### src/rtl/flash_prog_sequencer.sv
// flash_prog_sequencer: drives the SPI command engine through one complete
// single-byte program (WREN, WEL check, write, busy polling, optional verify).
module flash_prog_sequencer #(
    parameter int unsigned EN_CYCLES = 4,
    parameter int unsigned POLL_GAP  = 16,
    parameter int unsigned POLL_MAX  = 1000
) (
    input  logic       clk,
    input  logic       rst,
    input  logic       start,
    input  logic       verify,
    input  logic [7:0] wr_byte,
    output logic       busy,
    output logic       done,
    output logic       error,
    output logic [1:0] err_code,
    output logic       eng_enable,
    output logic [2:0] eng_controll,
    output logic [7:0] eng_wdata,
    input  logic       eng_done,
    input  logic [7:0] eng_status,
    input  logic [7:0] eng_rdata
);

    localparam int unsigned TMR_W  = 8;
    localparam int unsigned PCNT_W = 16;

    localparam logic [TMR_W-1:0]  EN_LAST  = TMR_W'(EN_CYCLES - 1);
    localparam logic [TMR_W-1:0]  GAP_LAST = TMR_W'(POLL_GAP - 1);
    localparam logic [PCNT_W-1:0] POLL_LIM = PCNT_W'(POLL_MAX);

    localparam logic [2:0] OP_IDLE      = 3'b000;
    localparam logic [2:0] OP_WRITE_CMD = 3'b001;
    localparam logic [2:0] OP_RD_STATUS = 3'b010;
    localparam logic [2:0] OP_WR_DATA   = 3'b011;
    localparam logic [2:0] OP_RD_DATA   = 3'b100;

    localparam logic [1:0] ERR_WEL     = 2'b01;
    localparam logic [1:0] ERR_TIMEOUT = 2'b10;
    localparam logic [1:0] ERR_VERIFY  = 2'b11;

    typedef enum logic [3:0] {
        S_IDLE,
        S_WREN_ISS,
        S_WREN_WT,
        S_CHK_ISS,
        S_CHK_WT,
        S_PROG_ISS,
        S_PROG_WT,
        S_POLL_ISS,
        S_POLL_WT,
        S_GAP,
        S_READ_ISS,
        S_READ_WT,
        S_FIN
    } state_t;

    state_t             state_q, state_d;
    logic [TMR_W-1:0]   tmr_q, tmr_d;
    logic [PCNT_W-1:0]  poll_q, poll_d;
    logic [PCNT_W-1:0]  poll_inc;
    logic               verify_q, verify_d;
    logic               fail_q, fail_d;
    logic [7:0]         wdata_q, wdata_d;
    logic [1:0]         err_code_q, err_code_d;
    logic               busy_q, busy_d;
    logic               done_q, done_d;
    logic               error_q, error_d;
    logic               en_q, en_d;
    logic [2:0]         ctrl_q, ctrl_d;

    // Only WIP and WEL carry meaning for this sequencer.
    logic unused_status;
    assign unused_status = ^eng_status[7:2];

    // State and output registers.
    always_ff @(posedge clk) begin
        if (rst) begin
            state_q    <= S_IDLE;
            tmr_q      <= '0;
            poll_q     <= '0;
            verify_q   <= 1'b0;
            fail_q     <= 1'b0;
            wdata_q    <= '0;
            err_code_q <= '0;
            busy_q     <= 1'b0;
            done_q     <= 1'b0;
            error_q    <= 1'b0;
            en_q       <= 1'b0;
            ctrl_q     <= OP_IDLE;
        end else begin
            state_q    <= state_d;
            tmr_q      <= tmr_d;
            poll_q     <= poll_d;
            verify_q   <= verify_d;
            fail_q     <= fail_d;
            wdata_q    <= wdata_d;
            err_code_q <= err_code_d;
            busy_q     <= busy_d;
            done_q     <= done_d;
            error_q    <= error_d;
            en_q       <= en_d;
            ctrl_q     <= ctrl_d;
        end
    end

    // Next-state sequencing and registered output decode of the current state.
    always_comb begin
        state_d    = state_q;
        tmr_d      = tmr_q;
        poll_d     = poll_q;
        verify_d   = verify_q;
        fail_d     = fail_q;
        wdata_d    = wdata_q;
        err_code_d = err_code_q;
        poll_inc   = poll_q + PCNT_W'(1);

        busy_d  = (state_q != S_IDLE) && (state_q != S_FIN);
        done_d  = (state_q == S_FIN) && !fail_q;
        error_d = (state_q == S_FIN) && fail_q;
        en_d    = 1'b0;
        ctrl_d  = OP_IDLE;

        case (state_q)
            S_IDLE: begin
                if (start) begin
                    verify_d   = verify;
                    wdata_d    = wr_byte;
                    err_code_d = 2'b00;
                    fail_d     = 1'b0;
                    tmr_d      = '0;
                    state_d    = S_WREN_ISS;
                end
            end
            S_WREN_ISS: begin
                en_d   = 1'b1;
                ctrl_d = OP_WRITE_CMD;
                if (tmr_q == EN_LAST) begin
                    tmr_d   = '0;
                    state_d = S_WREN_WT;
                end else begin
                    tmr_d = tmr_q + TMR_W'(1);
                end
            end
            S_WREN_WT: begin
                ctrl_d = OP_WRITE_CMD;
                if (eng_done) state_d = S_CHK_ISS;
            end
            S_CHK_ISS: begin
                en_d   = 1'b1;
                ctrl_d = OP_RD_STATUS;
                if (tmr_q == EN_LAST) begin
                    tmr_d   = '0;
                    state_d = S_CHK_WT;
                end else begin
                    tmr_d = tmr_q + TMR_W'(1);
                end
            end
            S_CHK_WT: begin
                ctrl_d = OP_RD_STATUS;
                if (eng_done) begin
                    if (eng_status[1]) begin
                        state_d = S_PROG_ISS;
                    end else begin
                        err_code_d = ERR_WEL;
                        fail_d     = 1'b1;
                        state_d    = S_FIN;
                    end
                end
            end
            S_PROG_ISS: begin
                en_d   = 1'b1;
                ctrl_d = OP_WR_DATA;
                if (tmr_q == EN_LAST) begin
                    tmr_d   = '0;
                    state_d = S_PROG_WT;
                end else begin
                    tmr_d = tmr_q + TMR_W'(1);
                end
            end
            S_PROG_WT: begin
                ctrl_d = OP_WR_DATA;
                if (eng_done) begin
                    poll_d  = '0;
                    state_d = S_POLL_ISS;
                end
            end
            S_POLL_ISS: begin
                en_d   = 1'b1;
                ctrl_d = OP_RD_STATUS;
                if (tmr_q == EN_LAST) begin
                    tmr_d   = '0;
                    state_d = S_POLL_WT;
                end else begin
                    tmr_d = tmr_q + TMR_W'(1);
                end
            end
            S_POLL_WT: begin
                ctrl_d = OP_RD_STATUS;
                if (eng_done) begin
                    poll_d = poll_inc;
                    if (!eng_status[0]) begin
                        state_d = verify_q ? S_READ_ISS : S_FIN;
                    end else if (poll_inc == POLL_LIM) begin
                        err_code_d = ERR_TIMEOUT;
                        fail_d     = 1'b1;
                        state_d    = S_FIN;
                    end else begin
                        tmr_d   = '0;
                        state_d = S_GAP;
                    end
                end
            end
            S_GAP: begin
                if (tmr_q == GAP_LAST) begin
                    tmr_d   = '0;
                    state_d = S_POLL_ISS;
                end else begin
                    tmr_d = tmr_q + TMR_W'(1);
                end
            end
            S_READ_ISS: begin
                en_d   = 1'b1;
                ctrl_d = OP_RD_DATA;
                if (tmr_q == EN_LAST) begin
                    tmr_d   = '0;
                    state_d = S_READ_WT;
                end else begin
                    tmr_d = tmr_q + TMR_W'(1);
                end
            end
            S_READ_WT: begin
                ctrl_d = OP_RD_DATA;
                if (eng_done) begin
                    if (eng_rdata == wdata_q) begin
                        state_d = S_FIN;
                    end else begin
                        err_code_d = ERR_VERIFY;
                        fail_d     = 1'b1;
                        state_d    = S_FIN;
                    end
                end
            end
            S_FIN: begin
                state_d = S_IDLE;
            end
            default: begin
                state_d = S_IDLE;
            end
        endcase
    end

    assign busy         = busy_q;
    assign done         = done_q;
    assign error        = error_q;
    assign err_code     = err_code_q;
    assign eng_enable   = en_q;
    assign eng_controll = ctrl_q;
    assign eng_wdata    = wdata_q;

endmodule

### config.mk
export PLATFORM = sky130hd
export DESIGN_NAME = flash_prog_sequencer
export DESIGN_NICKNAME = d
export VERILOG_FILES = /design/src/rtl/flash_prog_sequencer.sv
export SDC_FILE = /design/constraint.sdc
export NUM_CORES = 1
export LEC_CHECK = 0
export ABC_AREA = 1
export BUFFER_PORTS_ARGS = -buffer_cell sky130_fd_sc_hd__buf_4
export CELL_PAD_IN_SITES_DETAIL_PLACEMENT = 0
export CELL_PAD_IN_SITES_GLOBAL_PLACEMENT = 1
export CORE_UTILIZATION = 34
export CTS_CLUSTER_SIZE = 10
export DETAILED_ROUTE_END_ITERATION = 7
export PLACE_DENSITY = 0.73
export SLEW_MARGIN = 0
export SYNTH_ARGS = -nofsm -noshare
export SYNTH_HDL_FRONTEND = slang
export SYNTH_SLANG_ARGS = --single-unit
### constraint.sdc
create_clock -name clk -period 1.7 [get_ports clk]
set_input_delay 0.34 -clock clk [delete_from_list [all_inputs] [get_ports clk]]
set_output_delay 0.34 -clock clk [all_outputs]
set_load 0.02 [all_outputs]
==> results.py, run 1 <==
metrics = {
    "global_route": {
        "grt_pass1_wl_mm": 12.3,
        "grt_max_degree": 35,
        "grt_usage_pct": 18.5,
        "grt-ovfl-total": 0,
        "grt_pass1_vias": 2694,
        "antenna_found_initial": 0,
    },
    "outcome": {
        "violations": "negative setup slack",
        "status": "finished with violations",
    },
    "flow_run": {
        "drv_cap": 0,
    },
    "synth": {
        "yosys-top-cells-area": "dfxtp_1 36%, nand2_1 16%, nor2_1 9.3%, a21oi_1 6.9%, inv_1 6.0%",
        "synth_cells": 408,
        "async_flop_share_pct": 0,
        "yosys.area.top_type": "dfxtp_1",
        "synth-seq-area-share_pct": 35.8,
        "syn_area_mm2": 0.00263,
        "synth_ff_type": "dfxtp_1",
        "ys_warn_count": 0,
        "synth_fp_nets": 440,
        "synth_edf_count": 0,
        "synth_seq_cells": 47,
        "netlist.area_leader.share_pct": 35.8,
        "synth_cell_types": 32,
        "synth.avg_cell_area_um2": 6.44,
    },
    "clocking": {
        "clk_pin_slew_worst_paths_ns": 0.09,
        "htreeDepth": 2,
        "cts_tree": "done",
        "cts_sinks": 47,
        "cts.path.max_buffers": 2,
        "cts-root-buf": "clkbuf_8",
        "cts_buffers": 5,
        "clock_latency_ns": 0.30,
    },
    "place": {
        "hpwlAfterDp_mm": 5.26,
        "routabilityCongestion": 0.849,
        "place.port_buffers": 39,
        "dp_cells": 594,
        "placed_area_mm2": 0.00348,
    },
    "setup_path": {
        "arrival_ns": 2.08,
        "critPathMaxStageDelay_ns": 0.38,
        "crit_required_ns": 1.88,
        "reg2reg_slack_ns": -0.20,
        "startpoint_type": "flip-flop",
        "crit_fanout": 7,
        "cp_num_buf_inv": 1,
        "crit_path_frequent_cell": "nand2_1",
        "crit_family": "simple AND/OR/NAND/NOR gates",
        "rr_worst_depth": 15,
        "path_cells": "ha_4 > nand3_4 > buf_4 > o21ai_2 > nand2_1 > nand2_1 > nor2_2 > nand2_1 > nor2_1 > nand2_2 > nand2_4 > nand2_4 > nand2_8 > a21oi_2 > nor2_1",
        "crit_start": "poll_q[0]",
        "r2r-start": "poll_q[0]",
        "setup.worst_path.class": "reg -> reg",
        "end_kind": "flip-flop",
        "slowest_stage": "dfxtp_4",
        "crit_cells": 15,
    },
    "route": {
        "drt_pass1_iterations": 4,
        "wire_per_inst_um": 11.9,
        "via_per_inst": 4.65,
        "ant_nets": 0,
        "drc": 0,
        "wirelength_mm": 7.34,
        "vias": 2864,
        "drt_iter0_drc": 91,
    },
    "timing": {
        "fin_crit_ns": 1.90,
        "fmax_mhz": 526,
        "period_share_pct": 112,
        "skew_ns": 0.00805,
        "rsz0062_at_grt": "yes",
        "relSlewSlack_pct": 72.4,
        "maxSlewViolCount": 0,
        "finalHoldViolCount": 0,
        "tightest_slew_ns": 0.413,
        "worst_slack_ns": -0.201,
        "holdWs_ns": 0.256,
        "setup_viol": 14,
    },
    "layout": {
        "final_common_cell": "buf_4",
        "layout.cells.non_filler": 616,
        "fin_nets": 548,
        "n_antenna_cell": 0,
        "design_area_mm2": 0.00390,
        "final_layout_size_suffix_gt1_share_pct": 37.1,
        "layout_common_cells": "105 x buf_4, 100 x nand2_1, 57 x nor2_1",
        "syn_to_final_growth_pct": 48.6,
    },
    "die": {
        "dieArea_mm2": 0.00808,
        "num_rows": 31,
        "io_pins": 46,
        "start_util_pct": 35.6,
        "die_y_um": 89.9,
        "core_mm2": 0.00737,
        "die_w_um": 89.9,
    },
    "power": {
        "seqPwrFrac_pct": 33.9,
        "peakVddDrop_mv": 0.700,
        "p_clk_share_pct": 17.9,
        "powerDensity_mw_per_mm2": 1040,
        "power_uw": 4050,
        "leakage_uw": 0.00165,
        "combinationalPowerShare_pct": 48.1,
        "power_switching_uw": 1600,
        "internal_power_uw": 2450,
        "sw_frac_of_total_pct": 39.5,
    },
    "min_path": {
        "worstHoldPathType": "in -> reg",
        "hold_depth": 3,
        "hold_start": "wr_byte[5]",
    },
}
==> path summary, 6_finish.rpt <==
path / endpoint
setup reg to reg: tmr_q[0]
hold / removal: eng_wdata[5]
hold reg to reg: done
setup / recovery: tmr_q[0]
==> power by group through the flow <==
stage | clock [uW] | sequential [uW] | combinational [uW]
4_1_cts | 754 | 1370 | 1780
3_5_place_dp | 0 | 1400 | 1660
6_report | 725 | 1370 | 1950
2_1_floorplan | 0 | 1510 | 870
5_1_grt | 804 | 1400 | 2150
3_3_place_gp | 0 | 1400 | 1650
==> cells by family (layout without fill, tap and decap cells) <==
group	after synthesis	after routing	share of synthesized area, %
AO/OA/AOI/OAI	60	60	12.4
XOR/XNOR	13	13	4.34
adder cells (fa/ha/maj)	3	3	1.43
buffers and inverters	52	161	7.62
flip-flops	47	47	35.8
AND/OR/NAND/NOR	233	233	38.4
==> cells in the mapped netlist, types with 3 or more instances <==
master,number
ha_1,3
dfxtp_1,47
xor2_1,4
buf_2,3
o21ai_0,16
a21oi_1,36
nor2_2,7
nand2_1,113
nor2_1,65
xnor2_1,9
nor2_4,3
nand2_2,5
clkbuf_1,4
nand3_1,19
nand4_1,6
inv_1,42
nor3_1,7
==> layout make-up <==
type	instances	area [um^2]
Fill cell	746	3470
Multi-Input combinational cell	309	1710
Sequential cell	47	960
Timing Repair Buffer	108	840
Inverter	44	166
Tap cell	99	124
Clock buffer	7	86.3
Clock inverter	1	8.76
Timing Repair inverter	1	3.75
==> timing repair <==
| item | 4_1_cts | 5_1_grt |
|---|---|---|
| resized for setup | 15 | 51 |
| setup endpoints to repair | 24 | 40 |
| gates cloned | 1 | 1 |
| hold buffers | 0 | 0 |
| buffers inserted | 6 | 6 |
| pin swaps | 11 | 25 |
==> sequential cells by signal, indices dropped and copies added, names as in the netlist, 2 cells and up <==
| name | cells |
|---|---|
| err_code | 2 |
| poll_q | 16 |
| eng_controll | 3 |
| tmr_q | 8 |
| state_q | 4 |
| eng_wdata | 8 |
==> tightest hold or removal path: stages <==
cell	delay, ns
buf_4	0.07
nor2_1	0.03
nor2_1	0.07
==> per-stage QoR <==
step / setup slack [ns] / setup TNS (ns) / utilization [%]
2_1_floorplan: 0.00534 / 0 / -
3_3_place_gp: -0.226 / -3.20 / 47.2
3_5_place_dp: -0.269 / -3.96 / 47.2
4_1_cts: -0.189 / -2.33 / 50.0
5_1_grt: -0.347 / -4.57 / 53.0
6_report: -0.201 / -2.46 / 53.0
==> routing by layer <==
layer  track usage (%)  wire, um
met1              23.8      3440
met2              31.1      3610
met3              3.38       164
met4              6.05       120
met5                 0         0
Note: power is estimated with default switching activity, not from simulation.
==> run 2, diff against run 1 <==
- ABC_AREA: 1 -> not set
- PLACE_DENSITY: 0.73 -> 0.69
==> results.py, run 2 <==
metrics = {
    "timing": {
        "fmax_mhz": 442,
        "tightest_slew_ns": 0.551,
        "relSlewSlack_pct": 63.3,
        "maxSlewViolCount": 0,
        "setup_viol": 15,
        "period_share_pct": 133,
        "finalHoldViolCount": 0,
        "worst_slack_ns": -0.562,
        "rsz0062_at_grt": "yes",
        "skew_ns": 0.00547,
        "fin_crit_ns": 2.26,
    },
    "power": {
        "powerDensity_mw_per_mm2": 1040,
        "leakage_uw": 0.00178,
        "power_uw": 4320,
        "peakVddDrop_mv": 0.695,
    },
    "layout": {
        "final_common_cell": "buf_4",
        "layout.cells.non_filler": 570,
        "layout_common_cells": "133 x buf_4, 42 x nor2_1, 38 x dfxtp_1",
        "fin_nets": 500,
        "largest_register": "poll_q",
        "syn_to_final_growth_pct": 52.4,
        "largest_reg_flops": 16,
        "final_layout_size_suffix_gt1_share_pct": 40.8,
        "fin_util_pct": 53.9,
        "n_antenna_cell": 0,
    },
    "synth": {
        "synth_ff_type": "dfxtp_1",
        "synth_cells": 340,
        "synth_seq_cells": 47,
        "yosys-top-cells-area": "dfxtp_1 34%, a21oi_1 7.0%, nor2_1 6.6%, mux2i_1 5.5%, o21ai_0 2.7%",
        "syn_area_mm2": 0.00273,
        "synth_edf_count": 0,
        "synth_cell_types": 54,
        "synth-seq-area-share_pct": 34.5,
        "synth_common_cells": "48 x nor2_1, 47 x dfxtp_1, 38 x a21oi_1, 18 x nand2_1",
        "netlist.area_leader.share_pct": 34.5,
        "yosysMostFrequentCell": "nor2_1",
        "ys_warn_count": 0,
        "yosys.area.top_type": "dfxtp_1",
        "synth.avg_cell_area_um2": 8.03,
        "synth_fp_nets": 372,
        "async_flop_share_pct": 0,
    },
    "clocking": {
        "cts_tree": "done",
        "cts-root-buf": "clkbuf_8",
        "clock_latency_ns": 0.30,
        "clk_pin_slew_worst_paths_ns": 0.09,
        "htreeDepth": 2,
        "cts.path.max_buffers": 2,
        "ctsHoldBuffers": 0,
        "cts_sinks": 47,
        "cts_buffers": 5,
    },
    "route": {
        "wirelength_mm": 7.56,
        "drc": 0,
        "drt_pass1_iterations": 4,
        "vias": 2936,
        "wire_per_inst_um": 13.3,
        "ant_nets": 0,
        "via_per_inst": 5.15,
        "drt_iter0_drc": 102,
    },
    "die": {
        "start_util_pct": 35.3,
        "die_w_um": 91.6,
        "die_y_um": 91.6,
        "dieArea_mm2": 0.00839,
        "io_pins": 46,
        "core_mm2": 0.00773,
        "num_rows": 32,
    },
    "place": {
        "hpwlAfterDp_mm": 5.36,
        "dp_slack_ns": -0.693,
        "dp_cells": 545,
        "place.port_buffers": 39,
        "routabilityCongestion": 0.890,
    },
    "global_route": {
        "grt_pass1_vias": 2776,
        "grt-ovfl-total": 0,
        "grt_usage_pct": 18.7,
        "antenna_found_initial": 0,
        "grt_max_degree": 50,
        "grt_pass1_wl_mm": 12.8,
    },
    "setup_path": {
        "path_cells": "ha_4 > a21oi_2 > o211ai_1 > o21a_1 > or4_4 > buf_4 > nor4_4 > buf_4 > o21ai_4 > buf_4 > a21oi_1",
        "critPathMaxStageDelay_ns": 0.50,
        "cp_num_buf_inv": 3,
        "crit_required_ns": 1.94,
        "reg2reg_slack_ns": -0.56,
        "setup.worst_path.class": "reg -> reg",
        "crit_path_frequent_cell": "buf_4",
        "crit_fanout": 7,
        "crit_family": "simple AND/OR/NAND/NOR gates",
        "startpoint_type": "flip-flop",
        "arrival_ns": 2.50,
        "end_kind": "flip-flop",
        "slowest_stage": "or4_4",
    },
    "outcome": {
        "status": "finished with violations",
        "violations": "negative setup slack",
    },
    "min_path": {
        "worstHoldPathType": "in -> reg",
    },
    "flow_run": {
        "drv_cap": 0,
    },
}
## run 2: cell count changes after synthesis, moves of 7 or more
cell      change
clkbuf_1     +10
inv_1        -36
mux2i_1      +15
nand2_1      -95
nand2b_1     +11
nor2_1       -17
nor2_2        -7
## run 2: through the flow
| step | cell area, um^2 | TNS, ns | hold slack [ns] |
|---|---|---|---|
| finish | 4160 | -7.90 | 0.264 |
| global route | 4160 | -10.14 | 0.263 |
| CTS | 3970 | -8.03 | 0.262 |
| detailed placement | 3770 | -11.08 | 0.416 |
| global placement | 3770 | -10.81 | 0.416 |
| floorplan | 2800 | -6.86 | 0.400 |
## run 2: timing repair
action	4_1_cts	5_1_grt
gates resized for setup	13	31
buffers inserted	7	12
pin swaps	12	17
setup endpoints to repair	29	28
## run 2: path summary, 6_finish.rpt
path | start | to | cells past startpoint
worst min-delay path | wr_byte[7] | eng_wdata[7] | 3
worst max-delay path | poll_q[0] | fail_q | 11
worst max register to register | poll_q[0] | fail_q | 11
worst min register to register | fail_q | done | 1
## run 2: power by group
part           switching, uW  internal, uW  total [uW]  leakage, uW
Sequential               131          1250        1380     0.000387
Clock                    392           373         765    0.0000495
Combinational           1020          1150        2170      0.00134
## run 2: cell type report
| class | count | area [um^2] |
|---|---|---|
| tap | 102 | 128 |
| sequential | 47 | 962 |
| fill | 739 | 3570 |
| inverter | 6 | 22.5 |
| multi-input combinational | 266 | 1840 |
| timing repair buffer | 142 | 1110 |
| clock buffer | 7 | 97.6 |
## run 2: worst reg2reg max path: stages, from the launching register on
cell and delay (ns):
dfxtp_4 0.38, ha_4 0.19, a21oi_2 0.13, o211ai_1 0.09, o21a_1 0.12, or4_4 0.50, buf_4 0.16, nor4_4 0.12
buf_4 0.19, o21ai_4 0.07, buf_4 0.14, a21oi_1 0.10
## run 2: logic make-up after synthesis
kind of cell / after synthesis / synth area share [%]
flip-flops: 47 / 34.5
AO/OA/AOI/OAI: 93 / 21.8
multiplexers: 15 / 5.50
buffers and inverters: 27 / 4.03
adder cells (fa/ha/maj): 3 / 1.38
AND/OR/NAND/NOR: 144 / 29.3
XOR/XNOR: 11 / 3.53
## run 2: routing by layer
| metal | track usage, % | wire length [um] | vias up |
|---|---|---|---|
| met3 | 2.74 | 245 | 9 |
| met4 | 5.56 | 93 | 0 |
| met5 | 0 | 0 | - |
| met2 | 31.8 | 3690 | 53 |
| met1 | 24.4 | 3530 | 1380 |
| li1 | - | - | 1494 |
